**config.mk**
```make
export PLATFORM = sky130hd
export DESIGN_NAME = hazard_ctrl
export DESIGN_NICKNAME = d
export VERILOG_FILES = /design/src/rtl/hazard_ctrl_pkg.sv /design/src/rtl/hazard_ctrl_fwd_sel.sv /design/src/rtl/hazard_ctrl.sv
export SDC_FILE = /design/constraint.sdc
export NUM_CORES = 1
export LEC_CHECK = 0
export ABC_CLOCK_PERIOD_IN_PS = 7000
export CORE_MARGIN = 2
export CORE_UTILIZATION = 49
export CTS_CLUSTER_DIAMETER = 100
export DETAILED_ROUTE_END_ITERATION = 6
export HOLD_SLACK_MARGIN = 0.1
export PLACE_DENSITY = 0.89
export SLEW_MARGIN = 15
export SYNTH_ARGS = -nofsm -noshare
export SYNTH_HDL_FRONTEND = slang
export SYNTH_SLANG_ARGS = --single-unit
```
**constraint.sdc**
```tcl
create_clock -name clk -period 7 [get_ports clk]
set_input_delay 0.7 -clock clk [delete_from_list [all_inputs] [get_ports clk]]
set_output_delay 0.7 -clock clk [all_outputs]
set_load 0.1 [all_outputs]
```
**src/rtl/hazard_ctrl_pkg.sv**
```systemverilog
// Shared constants and types for the MIPS pipeline sequencing controller.
// Forwarding-select codes and write-back source codes match the datapath muxes.
package hazard_ctrl_pkg;

    localparam logic [1:0] FWD_NO      = 2'd0;
    localparam logic [1:0] FWD_ALU_EXE = 2'd1;
    localparam logic [1:0] FWD_WB_MEM  = 2'd2;
    localparam logic [1:0] FWD_MEM     = 2'd3;

    localparam logic WB_DATA_ALU = 1'b0;
    localparam logic WB_DATA_MEM = 1'b1;

    localparam logic [1:0] PC_NEXT   = 2'd0;
    localparam logic [1:0] PC_JUMP   = 2'd1;
    localparam logic [1:0] PC_JR     = 2'd2;
    localparam logic [1:0] PC_BRANCH = 2'd3;

    // Branch sequencing: RUN -> BR_EXE -> BR_MEM -> RUN, resolving in MEM.
    typedef enum logic [1:0] {
        ST_RUN    = 2'd0,
        ST_BR_EXE = 2'd1,
        ST_BR_MEM = 2'd2
    } state_t;

endpackage

```
**src/rtl/hazard_ctrl_fwd_sel.sv**
```systemverilog
// Per-operand producer compare: picks the youngest matching producer (EXE, MEM, WB)
// and flags the case where only the WB producer matches.
module fwd_sel
    import hazard_ctrl_pkg::*;
(
    input  logic [4:0] addr,
    input  logic       used,
    input  logic [4:0] exe_addr,
    input  logic       exe_wen,
    input  logic       exe_src,
    input  logic [4:0] mem_addr,
    input  logic       mem_wen,
    input  logic [4:0] wb_addr,
    input  logic       wb_wen,
    output logic [1:0] sel,
    output logic       wb_only
);

    logic qual;
    logic hit_exe;
    logic hit_mem;
    logic hit_wb;

    // $0 is hard-wired zero, so a write to it never produces a dependency.
    assign qual    = used && (addr != 5'd0);
    assign hit_exe = qual && exe_wen && (exe_addr == addr);
    assign hit_mem = qual && mem_wen && (mem_addr == addr);
    assign hit_wb  = qual && wb_wen  && (wb_addr  == addr);

    always_comb begin
        sel     = FWD_NO;
        wb_only = 1'b0;
        if (hit_exe) begin
            sel = (exe_src == WB_DATA_MEM) ? FWD_MEM : FWD_ALU_EXE;
        end else if (hit_mem) begin
            sel = FWD_WB_MEM;
        end else if (hit_wb) begin
            wb_only = 1'b1;
        end
    end

endmodule

```
**src/rtl/hazard_ctrl.sv**
```systemverilog
// Pipeline sequencing controller: forwarding selects, RAW stall, 3-bubble branch
// sequence, data-memory freeze, and saturating stall/flush debug counters.
module hazard_ctrl
    import hazard_ctrl_pkg::*;
#(
    parameter int REGFILE_BYPASS = 0,
    parameter int CNT_W          = 16
) (
    input  logic             clk,
    input  logic             rst,
    input  logic             is_branch_id,
    input  logic [4:0]       addr_rs,
    input  logic [4:0]       addr_rt,
    input  logic             rs_used,
    input  logic             rt_used,
    input  logic [4:0]       regw_addr_exe,
    input  logic             wb_wen_exe,
    input  logic             wb_data_src_exe,
    input  logic [4:0]       regw_addr_mem,
    input  logic             wb_wen_mem,
    input  logic             wb_data_src_mem,
    input  logic [4:0]       regw_addr_wb,
    input  logic             wb_wen_wb,
    input  logic             mem_access_mem,
    input  logic             mem_ready,
    output logic             if_rst,
    output logic             if_en,
    output logic             id_rst,
    output logic             id_en,
    output logic             exe_rst,
    output logic             exe_en,
    output logic             mem_rst,
    output logic             mem_en,
    output logic             wb_rst,
    output logic             wb_en,
    output logic [1:0]       exe_fwd_a_ctrl,
    output logic [1:0]       exe_fwd_b_ctrl,
    output logic [CNT_W-1:0] stall_cnt,
    output logic [CNT_W-1:0] flush_cnt,
    output logic [1:0]       fsm_state
);

    state_t     state;
    state_t     state_next;
    logic [1:0] sel_a;
    logic [1:0] sel_b;
    logic       wb_only_a;
    logic       wb_only_b;
    logic       mem_wait;
    logic       data_stall;
    logic       stall_inc;
    logic       flush_inc;

    fwd_sel u_fwd_a (
        .addr     (addr_rs),
        .used     (rs_used),
        .exe_addr (regw_addr_exe),
        .exe_wen  (wb_wen_exe),
        .exe_src  (wb_data_src_exe),
        .mem_addr (regw_addr_mem),
        .mem_wen  (wb_wen_mem),
        .wb_addr  (regw_addr_wb),
        .wb_wen   (wb_wen_wb),
        .sel      (sel_a),
        .wb_only  (wb_only_a)
    );

    fwd_sel u_fwd_b (
        .addr     (addr_rt),
        .used     (rt_used),
        .exe_addr (regw_addr_exe),
        .exe_wen  (wb_wen_exe),
        .exe_src  (wb_data_src_exe),
        .mem_addr (regw_addr_mem),
        .mem_wen  (wb_wen_mem),
        .wb_addr  (regw_addr_wb),
        .wb_wen   (wb_wen_wb),
        .sel      (sel_b),
        .wb_only  (wb_only_b)
    );

    assign mem_wait   = mem_access_mem && !mem_ready;
    assign data_stall = (REGFILE_BYPASS == 0) && (wb_only_a || wb_only_b) && (state == ST_RUN);

    assign exe_fwd_a_ctrl = rst ? FWD_NO : sel_a;
    assign exe_fwd_b_ctrl = rst ? FWD_NO : sel_b;
    assign fsm_state      = state;

    always_comb begin
        if_rst     = 1'b0;
        id_rst     = 1'b0;
        exe_rst    = 1'b0;
        mem_rst    = 1'b0;
        wb_rst     = 1'b0;
        if_en      = 1'b1;
        id_en      = 1'b1;
        exe_en     = 1'b1;
        mem_en     = 1'b1;
        wb_en      = 1'b1;
        state_next = state;
        stall_inc  = 1'b0;
        flush_inc  = 1'b0;
        if (rst) begin
            if_rst     = 1'b1;
            id_rst     = 1'b1;
            exe_rst    = 1'b1;
            mem_rst    = 1'b1;
            wb_rst     = 1'b1;
            if_en      = 1'b0;
            id_en      = 1'b0;
            exe_en     = 1'b0;
            mem_en     = 1'b0;
            wb_en      = 1'b0;
            state_next = ST_RUN;
        end else if (mem_wait) begin
            // Freeze everything up to MEM and push a bubble into WB; branch state holds.
            if_en     = 1'b0;
            id_en     = 1'b0;
            exe_en    = 1'b0;
            mem_en    = 1'b0;
            wb_rst    = 1'b1;
            stall_inc = 1'b1;
        end else begin
            case (state)
                ST_RUN: begin
                    if (data_stall) begin
                        if_en     = 1'b0;
                        id_en     = 1'b0;
                        exe_rst   = 1'b1;
                        stall_inc = 1'b1;
                    end else if (is_branch_id) begin
                        if_en      = 1'b0;
                        id_rst     = 1'b1;
                        flush_inc  = 1'b1;
                        state_next = ST_BR_EXE;
                    end
                end
                ST_BR_EXE: begin
                    if_en      = 1'b0;
                    id_rst     = 1'b1;
                    flush_inc  = 1'b1;
                    state_next = ST_BR_MEM;
                end
                ST_BR_MEM: begin
                    // Branch resolves in MEM: PC loads the target while ID is still flushed.
                    id_rst     = 1'b1;
                    flush_inc  = 1'b1;
                    state_next = ST_RUN;
                end
                default: begin
                    state_next = ST_RUN;
                end
            endcase
        end
    end

    always_ff @(posedge clk) begin
        if (rst) begin
            state     <= ST_RUN;
            stall_cnt <= '0;
            flush_cnt <= '0;
        end else begin
            state <= state_next;
            if (stall_inc && (stall_cnt != {CNT_W{1'b1}})) begin
                stall_cnt <= stall_cnt + 1'b1;
            end
            if (flush_inc && (flush_cnt != {CNT_W{1'b1}})) begin
                flush_cnt <= flush_cnt + 1'b1;
            end
        end
    end

endmodule

```
Word-level counts from Yosys, hierarchy flattened

Index checks and enable logic that the tools add are counted.

Flip-flop bits (word level): 34
Bits of input ports: 37
Output and inout port bits: 48

$add $sub $neg: 2
Equality and inequality tests: 12
Mux-type cells: 43
Bitwise operators: 1
Reductions and logical operators: 25

Operators with widths:

| operator              | number |
|---|---|
| $add 16x1->16 const B | 2 |
| $ne 16x16->1 const B  | 2 |
| $mux 1                | 31 |
| $eq 5x5->1            | 6 |
| $logic_and 1x1->1     | 18 |
| $mux 2                | 9 |
| $reduce_bool 5->1     | 2 |
| $ne 2x2->1 const B    | 2 |
| $pmux 1 s2            | 2 |
| $pmux 2 s2            | 1 |
| $reduce_and 3->1      | 1 |
| $eq 2x1->1 const B    | 1 |
| $eq 2x2->1 const B    | 1 |
| $logic_not 2->1       | 1 |
| $reduce_or 2->1       | 1 |
| $logic_not 1->1       | 1 |
| $logic_or 1x1->1      | 1 |
| $not 1->1             | 1 |

Longest topological paths before layout

Depth in word-level cells: 14
Depth in mapped cells: 9
Gate-level depth less buffers: 7

Hierarchy

From an unflattened synthesis, not the netlist that was laid out.

Cells, all modules: 278
Area, all modules: 2429.8 sq um

By module, submodules not included:

| module      | instances | cells each | area an instance (sq um) | sequential area each (sq um) |
|---|---|---|---|---|
| hazard_ctrl | 1         | 222        | 1949.4                   | 680.7 |
| fwd_sel     | 2         | 28         | 240.2                    | 0.0 |

Least setup slack after synthesis

Ideal clock, no wire load.

Path type: input-to-output
From: in addr_rs[0]
To: out id_rst
Arrival: 4.565 ns
Data required time: 6.300 ns
Path slack: 1.735 ns
Stages on the path: 8
Path buffers: 2
Path through: or4_1 -> o21ai_2 -> nand4b_2 -> nor3_2 -> o31a_4 -> buf_6 -> buf_2 -> o31ai_1

Longest elaborated chain between the ends: 13
Elaborated cells between the ends (all ways): 20
Those cells by class: eq/ne (3); mux (7); reduce/logical (10)

Ends and longest elaborated chain:

| element                         | RTL line                  | text |
|---|---|---|
| start: declaration              | hazard_ctrl.sv:12         | `input logic [4:0] addr_rs,` |
| $reduce_bool 5->1               | hazard_ctrl_fwd_sel.sv:25 | `assign qual = used && (addr != 5'd0);` |
| $logic_and 1x1->1               | hazard_ctrl_fwd_sel.sv:25 |  |
| $logic_and 1x1->1 (2 in series) | hazard_ctrl_fwd_sel.sv:28 | `assign hit_wb = qual && wb_wen && (wb_addr == addr);` |
| $mux 1                          | hazard_ctrl_fwd_sel.sv:37 | `end else if (hit_wb) begin` |
| $mux 1                          | hazard_ctrl_fwd_sel.sv:35 | `end else if (hit_mem) begin` |
| $mux 1 (*)                      | hazard_ctrl_fwd_sel.sv:33 | `if (hit_exe) begin` |
| $logic_or 1x1->1 (*)            | hazard_ctrl.sv:83         | `assign data_stall = (REGFILE_BYPASS == 0) && (wb_only_a \|\| wb_only_b) && (state == ST_RUN);` |
| $logic_and 1x1->1 (*)           | hazard_ctrl.sv:83         |  |
| $mux 1 (*)                      | hazard_ctrl.sv:126        | `if (data_stall) begin` |
| $pmux 1 s2 (*)                  | hazard_ctrl.sv:124        | `case (state)` |
| $mux 1 (*)                      | hazard_ctrl.sv:115        | `end else if (mem_wait) begin` |
| $mux 1 (*)                      | hazard_ctrl.sv:103        | `if (rst) begin` |
| end: declaration                | hazard_ctrl.sv:28         | `output logic id_rst,` |

Every way passes the cells marked *; elsewhere a longest branch is shown, timed or not.

Worst setup path in the final report

From: in addr_rt[1]
To: out id_rst

Longest elaborated chain between the ends: 13
Elaborated cells between the ends (all ways): 20
Those cells by class: eq/ne (3); mux (7); reduce/logical (10)

Ends and longest elaborated chain:

| element                         | RTL line                  | text |
|---|---|---|
| start: declaration              | hazard_ctrl.sv:13         | `input logic [4:0] addr_rt,` |
| $reduce_bool 5->1               | hazard_ctrl_fwd_sel.sv:25 |  |
| $logic_and 1x1->1               | hazard_ctrl_fwd_sel.sv:25 |  |
| $logic_and 1x1->1 (2 in series) | hazard_ctrl_fwd_sel.sv:28 |  |
| $mux 1                          | hazard_ctrl_fwd_sel.sv:37 |  |
| $mux 1                          | hazard_ctrl_fwd_sel.sv:35 |  |
| $mux 1 (*)                      | hazard_ctrl_fwd_sel.sv:33 |  |
| $logic_or 1x1->1 (*)            | hazard_ctrl.sv:83         |  |
| $logic_and 1x1->1 (*)           | hazard_ctrl.sv:83         |  |
| $mux 1 (*)                      | hazard_ctrl.sv:126        |  |
| $pmux 1 s2 (*)                  | hazard_ctrl.sv:124        |  |
| $mux 1 (*)                      | hazard_ctrl.sv:115        |  |
| $mux 1 (*)                      | hazard_ctrl.sv:103        |  |

Marked as above.

==> summary.txt <==
Synth
  • Largest family of logic cells by synthesized area: simple AND/OR/NAND/NOR gates
  • Simple-gate share of the synthesized area: 31.22%
  • Post-synthesis mux area share: 4.422%
  • Syn Area/Cell: 8.292 sq um
  • Most frequent cells after synthesis: dfxtp_1, xor2_1, nor2_1
  • Xor-xnor portion of the synthesized cell area: between 10% and 20%
  • Cells after Synth: 290
  • Yosys warns: 0
  • Cell variety after synth: 51
  • #FFs+latches synth: 34
  • Number of synthesized flops with an enable pin: 0
  • Commonest register cell after synthesis: dfxtp_1
  • Compound-cell area share of the yosys netlist: 15.76%
  • Synth top area share: 28.30%
  • Most numerous cell in the Yosys netlist: dfxtp_1
  • Mapped Nets: 332
  • Post-synthesis sequential area ratio: 28.30%
  • Synth Area in Adders: 2.601%
  • Synth top area cells: dfxtp_1, xor2_1, or4_1
  • FFs w/ async S/R, synth: 0%
  • Mapped cell area: 0.002405 sq mm
  • Yosys top cell by area: dfxtp_1

Clocking
  • CTS tree: done
  • Hold_buf cts: 0
  • CTS H-Tree Depth: 2
  • Worst-Skew Late Latency: between 0.2 and 0.3 ns
  • PostCTS Resize Cnt: 0
  • Clock Sinks: 34
  • Post-CTS setup buffers: 0
  • Root buf cell: clkbuf_8
  • Clock-pin slew on the worst setup and hold paths: 0.07 ns
  • CTS Buffer Depth: 2
  • Num CTS Buffers: 5

Floorplanning
  • # rows: 25
  • Core box area: 0.004723 sq mm
  • Horiz. Die Dim: about 74 microns
  • Die Height: 74.06 microns
  • I/O pin count: 85
  • Die area: 0.005484 sq mm
  • Initial core utilization: 50.91%

Worst setup path
  • Crit-path max FO: 27
  • Crit path kind: in -> out
  • Worst Path Arrival: 4.23 ns
  • WP data required: between 6 and 7 ns
  • Critical path startpoint category: input pin
  • Worst-case reg-to-reg path depth: 7
  • CP Capture Type: output port

Placement
  • RePlAce Congestion: 0.8396
  • Port Buf Inserts: 83
  • Placed instance area: 0.003246 sq mm
  • Post-DP HPWL: 4779 microns

Route
  • Vias/cell: approximately 5.7
  • Routed Antenna Nets: 0
  • First-pass DRT Iterations: 4
  • Total number of vias: about 2.5k
  • Routed wire per std cell: 14.08 microns
  • # DRC: 0
  • 1st-iter DRT viols: 99
  • Routed wire length: just over 6000 microns

Global routing
  • Global-route wire length before repair: between 10000 and 15000 microns
  • Total gr overflow: 0
  • Vias in the first global route: 2327
  • Total Routing Usage GR: 23.37%
  • Initial antenna violation count: 0
  • Pin count of the biggest net entering global routing: 42

Timing
  • Minimum clock period: around 4.9 ns
  • Final Max Slew Viols: 0
  • Hold Fails Final Rpt: 0
  • Least-Margin Pin Slew: 0.9968 ns
  • Clk_skew: 0.004526 ns
  • Setup violators final: 0
  • Crit share post-route: between 70 and 80%
  • Relative slew slack: 33.34%
  • Setup TNS: 0 ns
  • Max Freq: 0.2029 GHz
  • Unrepaired setup endpoints after global routing: no

Layout
  • Final #Nets: 408
  • Area grow syn2layout: 38.92%
  • Share of layout cells above drive strength 1: just under 7%
  • Antenna Diode Count: 0
  • Final Cell Area: approximately 0.0033 sq mm
  • Fill count: 372

Min path
  • Worst hold path depth: 2
  • HP Class: reg -> reg

Run
  • Max Cap Violations: 0

Run status
  • Status: finished clean

Power
  • PD cells: roughly 150 mW/mm^2
  • Max VDD drop: 82.52 uV
  • P_leak: 1.148 nW
==> area by class of cell <==
cell class | count | area, sq um | share of cell area [%]
clock inverter | 1 | 5.005 | 0.1498
clock buffer | 7 | 86.33 | 2.584
sequential | 34 | 680.7 | 20.37
inverter | 10 | 37.54 | 1.124
tap | 67 | 83.83 | 2.509
multi-input combinational | 231 | 1609 | 48.16
timing repair buffer | 84 | 838.3 | 25.09
==> per-stage QoR <==
step	setup WS (ns)	hold WS (ns)	total power (W)	utilization, %	std cells
2_1_floorplan	1.735	0.8675	0.0003185	-	290
3_3_place_gp	2.121	0.4722	0.0003643	68.72	426
3_5_place_dp	2.075	0.4918	0.0003679	68.72	426
4_1_cts	2.075	0.5004	0.0005174	70.65	434
5_1_grt	1.965	0.5340	0.0005349	70.73	434
6_report	2.071	0.5009	0.0005142	70.73	434
==> routing by layer <==
layer | track usage, % | wire length, microns
met5 | 0 | 0
met4 | 8.687 | 133
met3 | 6.775 | 529
met2 | 40.28 | 3023
met1 | 27.51 | 2427
==> sequential cells by signal, indices dropped and copies added, names as in the netlist <==
name	flops
stall_cnt	16
fsm_state	2
flush_cnt	16
==> report_power, final <==
group	total (W)	internal [W]	switching (W)
logic	0.000161	0.0000534	0.000108
registers	0.000203	0.000197	0.00000543
clock network	0.000151	0.0000793	0.0000714
total	0.000514	0.000330	0.000184
==> placed cells by master (no fill, tap or decap), types with 4 or more instances in the layout <==
cell | synthesis | layout
clkdlybuf4s50_1 | 0 | 83
dfxtp_1 | 34 | 34
xor2_1 | 25 | 25
nor2_1 | 20 | 20
a21oi_1 | 18 | 18
nand2_1 | 17 | 17
nand3_1 | 16 | 16
or4_1 | 13 | 13
o31ai_1 | 12 | 12
inv_1 | 10 | 10
xnor2_1 | 10 | 10
nor3_1 | 10 | 10
o21ai_0 | 9 | 9
and3_1 | 7 | 7
nand4_1 | 7 | 7
nor4_1 | 6 | 6
or3_1 | 6 | 6
clkbuf_8 | 0 | 6
mux2i_1 | 5 | 5
nor2b_1 | 5 | 5
ha_1 | 5 | 5
o21ai_2 | 3 | 4
mux2_1 | 4 | 4
o211ai_1 | 4 | 4
==> critical path, cell delays in order <==
cell	delay (ns)
clkdlybuf4s50_1	0.53
xor2_1	0.21
nor4_1	0.40
nand3_1	0.23
and3_4	0.22
o31a_4	0.45
o31ai_1	0.29
clkdlybuf4s50_1	1.19
==> kinds of logic (layout without fill, tap and decap cells) <==
logic type	Yosys count	after routing
AOI/OAI and AO/OA	56	56
xor gates and xnor gates	35	35
adders and majority gates	5	5
buffers and inverters	25	102
DFF	34	34
muxes	10	10
and+or+nand+nor	125	125
==> final timing paths <==
check,start,to,slack [ns]
worst min register to register,flush_cnt[14],flush_cnt[14],0.50
worst max register to register,flush_cnt[2],flush_cnt[5],4.17
worst min-delay path,flush_cnt[14],flush_cnt[14],0.50
worst max-delay path,addr_rt[1],id_rst,2.07
No activity file was read; power rests on OpenSTA's default activity.
